==> src/rtl/uart_core.sv <==
// uart_core: UART transceiver (1 start, 8 data LSB-first, 1 stop) with baud generator and 16x-oversampling receiver.
// Define UART_PARITY_EN to make errdata report even-parity failures over the received byte; otherwise errdata is tied 0.
module uart_core #(
   parameter int RX_DIV     = 4,
   parameter int OVERSAMPLE = 16
) (
   input  logic       clk,
   input  logic       rst,
   input  logic [7:0] tx_data,
   input  logic       write_enable,
   output logic       tx,
   output logic       busy,
   input  logic       rx,
   input  logic       state_clear,
   output logic       ready,
   output logic       errdata,
   output logic       enderror,
   output logic [7:0] rx_data
);
   localparam int TX_DIV = RX_DIV * OVERSAMPLE;
   localparam int RW     = $clog2(RX_DIV);
   localparam int TW     = $clog2(TX_DIV);
   localparam int OW     = $clog2(OVERSAMPLE);

   typedef enum logic [1:0] {TX_IDLE, TX_START, TX_DATA, TX_STOP} tx_state_t;
   typedef enum logic [2:0] {RX_IDLE, RX_START, RX_DATA, RX_STOP, RX_WAIT} rx_state_t;

   logic [RW-1:0] rx_div_q, rx_div_d;
   logic [TW-1:0] tx_div_q, tx_div_d;
   logic          rx_clk_en, tx_clk_en;

   tx_state_t     tx_state_q, tx_state_d;
   logic [7:0]    tx_sh_q, tx_sh_d, pend_q, pend_d;
   logic [2:0]    tx_bit_q, tx_bit_d;
   logic          pend_v_q, pend_v_d, busy_q, busy_d;

   rx_state_t     rx_state_q, rx_state_d;
   logic          rx_s1_q, rx_s1_d, rx_s2_q, rx_s2_d, rx_prev_q, rx_prev_d;
   logic [OW-1:0] os_q, os_d;
   logic [2:0]    rx_bit_q, rx_bit_d;
   logic [7:0]    rx_sh_q, rx_sh_d, rx_data_q, rx_data_d;
   logic          ready_q, ready_d, errdata_q, errdata_d, enderror_q, enderror_d;
   logic          par_err, fall;

`ifdef UART_PARITY_EN
   assign par_err = ^rx_sh_q;
`else
   assign par_err = 1'b0;
`endif

   // Free-running dividers giving one-cycle oversample and bit strobes
   always_comb begin
      rx_clk_en = rx_div_q == RW'(RX_DIV - 1);
      tx_clk_en = tx_div_q == TW'(TX_DIV - 1);
      rx_div_d  = rx_clk_en ? '0 : rx_div_q + 1'b1;
      tx_div_d  = tx_clk_en ? '0 : tx_div_q + 1'b1;
   end

   // Transmitter: pending-byte load, then START/DATA/STOP one bit period each; a pending byte chains straight out of STOP
   always_comb begin
      tx_state_d = tx_state_q;
      tx_sh_d    = tx_sh_q;
      tx_bit_d   = tx_bit_q;
      pend_d     = pend_q;
      pend_v_d   = pend_v_q;
      busy_d     = busy_q;
      if (tx_clk_en) begin
         case (tx_state_q)
            TX_IDLE, TX_STOP: begin
               tx_state_d = pend_v_q ? TX_START : TX_IDLE;
               if (pend_v_q) begin
                  tx_sh_d  = pend_q;
                  pend_v_d = 1'b0;
               end
            end
            TX_START: begin
               tx_state_d = TX_DATA;
               tx_bit_d   = 3'd0;
            end
            TX_DATA: begin
               tx_sh_d  = {1'b0, tx_sh_q[7:1]};
               tx_bit_d = tx_bit_q + 3'd1;
               if (tx_bit_q == 3'd7) begin
                  tx_state_d = TX_STOP;
                  busy_d     = 1'b0;
               end
            end
            default: tx_state_d = TX_IDLE;
         endcase
      end
      if (write_enable && !busy_q) begin
         pend_d   = tx_data;
         pend_v_d = 1'b1;
         busy_d   = 1'b1;
      end
   end

   assign tx   = (tx_state_q == TX_START) ? 1'b0 : (tx_state_q == TX_DATA) ? tx_sh_q[0] : 1'b1;
   assign busy = busy_q;

   // Receiver: synchronise rx, detect the start edge, sample mid-bit and post the frame into sticky flags
   always_comb begin
      rx_s1_d    = rx;
      rx_s2_d    = rx_s1_q;
      rx_prev_d  = rx_s2_q;
      fall       = rx_prev_q & ~rx_s2_q;
      rx_state_d = rx_state_q;
      os_d       = os_q;
      rx_bit_d   = rx_bit_q;
      rx_sh_d    = rx_sh_q;
      rx_data_d  = rx_data_q;
      ready_d    = state_clear ? 1'b0 : ready_q;
      errdata_d  = state_clear ? 1'b0 : errdata_q;
      enderror_d = state_clear ? 1'b0 : enderror_q;
      case (rx_state_q)
         RX_IDLE: begin
            if (fall) begin
               rx_state_d = RX_START;
               os_d       = '0;
            end
         end
         RX_START: begin
            if (rx_clk_en) begin
               os_d = os_q + 1'b1;
               if (os_q == OW'(OVERSAMPLE / 2 - 1)) begin
                  os_d       = '0;
                  rx_bit_d   = 3'd0;
                  rx_state_d = rx_s2_q ? RX_IDLE : RX_DATA;
               end
            end
         end
         RX_DATA: begin
            if (rx_clk_en) begin
               os_d = os_q + 1'b1;
               if (os_q == OW'(OVERSAMPLE - 1)) begin
                  os_d     = '0;
                  rx_sh_d  = {rx_s2_q, rx_sh_q[7:1]};
                  rx_bit_d = rx_bit_q + 3'd1;
                  if (rx_bit_q == 3'd7) rx_state_d = RX_STOP;
               end
            end
         end
         RX_STOP: begin
            if (rx_clk_en) begin
               os_d = os_q + 1'b1;
               if (os_q == OW'(OVERSAMPLE - 1)) begin
                  os_d       = '0;
                  rx_data_d  = rx_sh_q;
                  ready_d    = 1'b1;
                  errdata_d  = par_err;
                  enderror_d = ~rx_s2_q;
                  rx_state_d = rx_s2_q ? RX_IDLE : RX_WAIT;
               end
            end
         end
         RX_WAIT: rx_state_d = rx_s2_q ? RX_IDLE : RX_WAIT;
         default: rx_state_d = RX_IDLE;
      endcase
   end

   assign ready    = ready_q;
   assign errdata  = errdata_q;
   assign enderror = enderror_q;
   assign rx_data  = rx_data_q;

   // State registers; reset aborts any frame in flight
   always_ff @(posedge clk or negedge rst) begin
      if (!rst) begin
         rx_div_q   <= '0;
         tx_div_q   <= '0;
         tx_state_q <= TX_IDLE;
         tx_sh_q    <= '0;
         tx_bit_q   <= '0;
         pend_q     <= '0;
         pend_v_q   <= 1'b0;
         busy_q     <= 1'b0;
         rx_state_q <= RX_IDLE;
         rx_s1_q    <= 1'b1;
         rx_s2_q    <= 1'b1;
         rx_prev_q  <= 1'b1;
         os_q       <= '0;
         rx_bit_q   <= '0;
         rx_sh_q    <= '0;
         rx_data_q  <= '0;
         ready_q    <= 1'b0;
         errdata_q  <= 1'b0;
         enderror_q <= 1'b0;
      end else begin
         rx_div_q   <= rx_div_d;
         tx_div_q   <= tx_div_d;
         tx_state_q <= tx_state_d;
         tx_sh_q    <= tx_sh_d;
         tx_bit_q   <= tx_bit_d;
         pend_q     <= pend_d;
         pend_v_q   <= pend_v_d;
         busy_q     <= busy_d;
         rx_state_q <= rx_state_d;
         rx_s1_q    <= rx_s1_d;
         rx_s2_q    <= rx_s2_d;
         rx_prev_q  <= rx_prev_d;
         os_q       <= os_d;
         rx_bit_q   <= rx_bit_d;
         rx_sh_q    <= rx_sh_d;
         rx_data_q  <= rx_data_d;
         ready_q    <= ready_d;
         errdata_q  <= errdata_d;
         enderror_q <= enderror_d;
      end
   end
endmodule

==> config.mk <==
export PLATFORM = sky130hd
export DESIGN_NAME = uart_core
export DESIGN_NICKNAME = d
export VERILOG_FILES = /design/src/rtl/uart_core.sv
export SDC_FILE = /design/constraint.sdc
export NUM_CORES = 1
export LEC_CHECK = 0
export CAP_MARGIN = 20
export CORE_MARGIN = 2
export CORE_UTILIZATION = 30
export CTS_CLUSTER_DIAMETER = 120
export CTS_CLUSTER_SIZE = 40
export DETAILED_ROUTE_END_ITERATION = 8
export DONT_BUFFER_PORTS = 1
export GPL_TIMING_DRIVEN = 0
export HOLD_SLACK_MARGIN = 0.02
export SYNTH_ARGS = -nofsm -noshare
export SYNTH_HDL_FRONTEND = slang
export SYNTH_SLANG_ARGS = --single-unit
==> constraint.sdc <==
create_clock -name clk -period 3.9 [get_ports clk]
set_clock_uncertainty 0.1 [all_clocks]
set_input_delay 0.78 -clock clk [delete_from_list [all_inputs] [get_ports clk]]
set_output_delay 0.78 -clock clk [all_outputs]
set_load 0.02 [all_outputs]
==> impl_metrics.tcl, run 1 <==
set metrics [dict create \
    path_clk_slew_ns 0.07 \
    critPathKind "reg2out" \
    placementRows 35 \
    cts_tree "yes" \
    hold-worst-slack_ns 0.1836 \
    insertion_delay_ns 0.33 \
    worstReg2RegStart "rx_div_q[0]$_DFF_PN0_" \
    placedInstanceArea_um2 3019 \
    io_buffer_count 0 \
    synth_compound_area_frac 0.09807 \
    slew_headroom 0.6014 \
    syn2layout_area_growth_pct 15.46 \
    hold_class "in2async" \
    cp_num_buf_inv 3 \
    drc 0 \
    hold_buffers 2 \
    fill_cells 930 \
    synth_cell_types 47 \
    dp.cells 361 \
    yosysSeqAreaShare 0.5530 \
    start_util 0.3093 \
    critPathCaptureType "output pin" \
    drtAntennaViolNets 0 \
    final.period_utilization 0.7187 \
    antenna_found_initial 0 \
    synthCells 232 \
    grt_pass1_wl_um 8756 \
    register_area_um2 1580 \
    cts-buffers-inserted 9 \
    synth_top_area_share 0.5254 \
    drt_first_iter_violations 92 \
    worst_path_dominant_cell_family "buffers and inverters" \
    rsz0062_at_grt "no" \
    met3_usage 0.03175 \
    muxShareOfSynthArea 0.1559 \
    place_ws_ns 1.441 \
    finalHoldViolations 0 \
    ir_worst_vdd_v 0.0002359 \
    cts_buffer_depth 2 \
    cp-start-kind "flop" \
    cp_max_fo 10 \
    wirelength_um 5155 \
    cts-root-buf "clkbuf_8" \
    io_pins 26 \
    htreeDepth 3 \
    synth_top_family_by_area "multiplexers" \
    clock-sinks 63 \
    grt-busiest-layer "met2" \
    stdcell_area_um2 3299 \
    post-route-min-period_ns 2.803 \
    synth_simple_gate_area_frac 0.1025 \
    viasPerCell 4.668 \
    fin_total_pwr_mw 1.687 \
    vias 1783 \
    drive_above_1_share 0.2411 \
    final_core_util 0.3571 \
    synth_nets 254 \
    power.density_nw_per_um2 511.2 \
    worstMarginPinSlew_ns 0.5979 \
    layout.nets 270 \
    antenna_cells 0 \
    slew_violations 0 \
    avgSynthCellArea_um2 12.32 \
    ys_ff_latch 63 \
    fin_cells 382 \
    clock.fmax_ghz 0.3568 \
    grt_max_degree 56 \
    track_usage 0.1080 \
    crit_path_start "tx_state_q[0]$_DFFE_PN0P_" \
    crit_chain "inv_1 -> ha_1 -> buf_2 -> buf_1 -> a21oi_1" \
    ctsResizeCount 0 \
    cp_slowest_cell "buf_1" \
    cp_slowest_stage_delay_ns 0.49 \
    grtUsageMet2 0.1584 \
    grt_pass1_vias 1822 \
    synth_top_area_cell "dfrtp_1" \
    crit_required_ns 3.02 \
    cap_viol_max_count 0 \
    setup_ws_ns 1.097 \
    synth_area_leaders "dfrtp_1, mux2_2, mux2_4, ha_1, mux2i_1" \
    outcome "finished clean" \
    firstDrtPassIters 4 \
    grt_util_met1 0.1467 \
    yosysWarnings 0 \
    fp.coreArea_um2 9240 \
    synth_adder_area_share 0.03940 \
    die_h_um 101.6 \
    multi_input_area_um2 1175 \
    postCtsSetupRepairBufs 0 \
    netlist_area_um2 2858 \
    arrival_ns 1.92 \
    fin_tns_setup_ns 0 \
    dp_hpwl_um 3260 \
    setup_viol 0 \
    gp_congestion 0.8444 \
    p_leak_nw 1.472 \
    wl_per_cell_um 13.49 \
    die_w_um 101.6 \
    synth-xor-area-share 0.01532 \
    die_area_um2 10320 \
    globalRouteOverflowTotal 0 \
]
-- layer usage --
metal	vias to the layer above	share of wire	wire length, um
met4	0	0.013	65
met3	5	0.035	181
li1	856	-	-
met2	29	0.45	2344
met1	893	0.50	2563
met5	-	0	0
-- cell usage after synthesis, drive strengths merged --
library cell / number
dfrtp: 60
mux2: 28
a21oi: 16
nor2: 15
mux2i: 10
nand2: 10
o21ai: 10
buf: 9
ha: 9
inv: 9
nand3: 7
nor2b: 4
o31ai: 4
xor2: 4
a21o: 3
dfstp: 3
nand2b: 3
a22o: 2
and2: 2
clkbuf: 2
nor3: 2
or4b: 2
a32o: 1
a41oi: 1
and3: 1
nand3b: 1
nand4: 1
nor3b: 1
nor4: 1
nor4b: 1
o2111ai: 1
o211ai: 1
o21ba: 1
o22a: 1
o22ai: 1
o311ai: 1
or2: 1
or3: 1
or4: 1
xnor2: 1
-- final timing paths --
check,cells after the start,slack [ns],to
min reg2reg,0,0.26,rx_prev_d$_DFF_PN1_
min,1,0.18,os_q[1]$_DFFE_PN0P_
max reg2reg,5,1.88,rx_data[6]$_DFFE_PN0P_
max in group asynchronous,1,2.70,tx_div_q[3]$_DFF_PN0_
max,5,1.10,tx
min in group clk,0,0.26,rx_prev_d$_DFF_PN1_
-- registers in the layout, indices dropped and copies added (netlist names), 2 cells and up --
signal	flops
os_q	4
pend_q	8
rx_bit_q	3
rx_data	8
rx_div_q	2
rx_sh_q	8
rx_state_q	3
tx_bit_q	3
tx_div_q	6
tx_sh_q	8
tx_state_q	2
-- area by class of cell --
class	instances	area share
repair buffers	5	0.02048
inverters	9	0.01024
clock buffers	10	0.03868
multi-input cells	149	0.3561
plain buffers	11	0.02086
clock inverters	6	0.02579
well taps	129	0.04892
flip-flops and latches	63	0.4790
-- logic make-up (layout without fill, tap and decap cells) --
family | count (synthesis) | after routing
muxes | 38 | 38
adders and majority gates | 9 | 9
buffers and inverters | 20 | 41
AOI/OAI and AO/OA | 43 | 43
DFF | 63 | 63
and+or+nand+nor | 54 | 54
xor gates and xnor gates | 5 | 5
-- power by group --
part / leakage (nW) / switching (mW) / total (mW) / internal, mW
Clock: 0.102 / 0.249 / 0.607 / 0.358
Combinational: 0.554 / 0.145 / 0.293 / 0.148
Sequential: 0.816 / 0.0609 / 0.787 / 0.726
Total: 1.47 / 0.455 / 1.69 / 1.23
-- layout by cell type, fill, tap and decap left out, drive strengths merged, types with 3 or more instances in the layout --
| cell | instances |
|---|---|
| xor2 | 4 |
| nand2b | 3 |
| clkbuf | 12 |
| o21ai | 10 |
| a21o | 3 |
| o31ai | 4 |
| dfrtp | 60 |
| dfstp | 3 |
| dlygate4sd3 | 4 |
| inv | 9 |
| nor2 | 15 |
| mux2 | 28 |
| ha | 9 |
| mux2i | 10 |
| nor2b | 4 |
| nand2 | 10 |
| buf | 10 |
| nand3 | 7 |
| a21oi | 16 |
Note: power is estimated with default switching activity, not from simulation.
==> inputs of run 2 (changes only) <==
==> constraint.sdc (replaced) <==
create_clock -name clk -period 2.61 [get_ports clk]
set_clock_uncertainty 0.1 [all_clocks]
set_input_delay 0.522 -clock clk [delete_from_list [all_inputs] [get_ports clk]]
set_output_delay 0.522 -clock clk [all_outputs]
set_load 0.02 [all_outputs]
==> impl_metrics.tcl, run 2 (synthesis results as in run 1) <==
set metrics [dict create \
    final_core_util 0.3534 \
    outcome "finished clean" \
    cts_buffer_depth 2 \
    wl_per_cell_um 12.72 \
    grt_max_degree 64 \
    drc 0 \
    fp.coreArea_um2 9240 \
    fin_total_pwr_mw 2.514 \
    vias 1759 \
    rsz0062_at_grt "no" \
    ir_worst_vdd_v 0.0003532 \
    track_usage 0.1064 \
    grt_pass1_vias 1826 \
    dp_hpwl_um 3260 \
    finalHoldViolations 0 \
    final.period_utilization 0.8619 \
    cap_viol_max_count 0 \
    drt_first_iter_violations 56 \
    arrival_ns 1.63 \
    drive_above_1_share 0.2450 \
    grt_pass1_wl_um 8659 \
    drtAntennaViolNets 0 \
    insertion_delay_ns 0.33 \
    placementRows 35 \
    cts_tree "yes" \
    cp-start-kind "flop" \
    cp_max_fo 16 \
    die_w_um 101.6 \
    io_buffer_count 0 \
    antenna_found_initial 0 \
    fin_cells 378 \
    start_util 0.3093 \
    fin_tns_setup_ns 0 \
    die_h_um 101.6 \
    firstDrtPassIters 4 \
    path_clk_slew_ns 0.07 \
    final_common_cell "dfrtp_1" \
    setup_viol 0 \
    p_leak_nw 1.458 \
    viasPerCell 4.653 \
    globalRouteOverflowTotal 0 \
    die_area_um2 10320 \
    power.density_nw_per_um2 769.9 \
    gp_congestion 0.8444 \
    dp.cells 361 \
    io_pins 26 \
    post-route-min-period_ns 2.250 \
    critPathCaptureType "output pin" \
    cp_slowest_cell "a21oi_1" \
    antenna_cells 0 \
    slew_headroom 0.6168 \
    clock-sinks 63 \
    cts-root-buf "clkbuf_8" \
    mostFrequentLayoutCells "dfrtp_1, mux2_2, nor2_1, a21oi_1" \
    crit_chain "inv_1 -> ha_1 -> buf_2 -> a21oi_1" \
    syn2layout_area_growth_pct 14.27 \
    crit_required_ns 1.99 \
    critPathKind "reg2out" \
    layout.nets 266 \
    wirelength_um 4808 \
    worstMarginPinSlew_ns 0.5747 \
    hold_class "in2reg" \
    cp_slowest_stage_delay_ns 0.45 \
    slew_violations 0 \
    clock.fmax_ghz 0.4445 \
    postCtsSetupRepairBufs 0 \
    cts-buffers-inserted 9 \
    htreeDepth 3 \
]
## run 2: changes by cell type in the layout (fill, tap and decap cells not counted), sizes merged
cell	previous run	this run
buf	10	9
dlygate4sd3	4	1
## run 2: final cells by class
cell class	count	area (um2)
clock buffers	10	127.6
inverters	9	33.78
flip-flops and latches	63	1580
repair buffers	2	37.54
well taps	129	161.4
clock inverters	6	85.08
fillers	933	5974
plain buffers	10	65.06
multi-input cells	149	1175
## run 2: power breakdown
| group | switching, mW | internal, mW | total, mW |
|---|---|---|---|
| sequential | 0.0908 | 1.08 | 1.18 |
| clock | 0.372 | 0.534 | 0.907 |
| combinational | 0.215 | 0.218 | 0.432 |
## run 2: timing repair
action | CTS | global route
gates resized for setup | 0 | 0
hold buffers | 2 | 0
hold endpoints to repair | 63 | 0
endpoints found under the setup margin | 0 | 1
## run 2: stage by stage
step / setup WS, ns / instance area (um2) / hold WS [ns]
detailed placement: 0.4092 / 3019 / 0.1304
finish: 0.3604 / 3266 / 0.08568
global placement: 0.4513 / 3019 / 0.1313
CTS: 0.04242 / 3269 / 0.06601
floorplan: 0.6467 / 2858 / 0.1264
global route: 0.2225 / 3266 / 0.05196
## run 2: path summary, 6_finish.rpt
check	from	slack, ns	end	cells after the start
setup / recovery	tx_state_q[0]$_DFFE_PN0P_	0.36	tx	4
hold / removal	rx	0.09	rx_s1_q$_DFF_PN1_	0
setup reg to reg	tx_state_q[0]$_DFFE_PN0P_	0.46	tx_sh_q[4]$_DFFE_PN0P_	8
hold reg to reg	rx_s1_q$_DFF_PN1_	0.26	rx_prev_d$_DFF_PN1_	0
max in group asynchronous	rst	1.47	rx_s1_q$_DFF_PN1_	2
min in group asynchronous	rst	0.61	os_q[1]$_DFFE_PN0P_	2
## run 2: critical path, delay by kind of cell, from the launching register on
family                   cells  cell delay (ns)
AO/OA/AOI/OAI                1             0.45
flip-flops                   1             0.37
buffers and inverters        2             0.30
adder cells (fa/ha/maj)      1             0.18
## run 2: metal layers
metal | GRT usage | part of all wire
met2 | 0.1589 | 0.45
met4 | 0.04990 | 0.014
met1 | 0.1415 | 0.50
met5 | 0 | 0
met3 | 0.03175 | 0.039
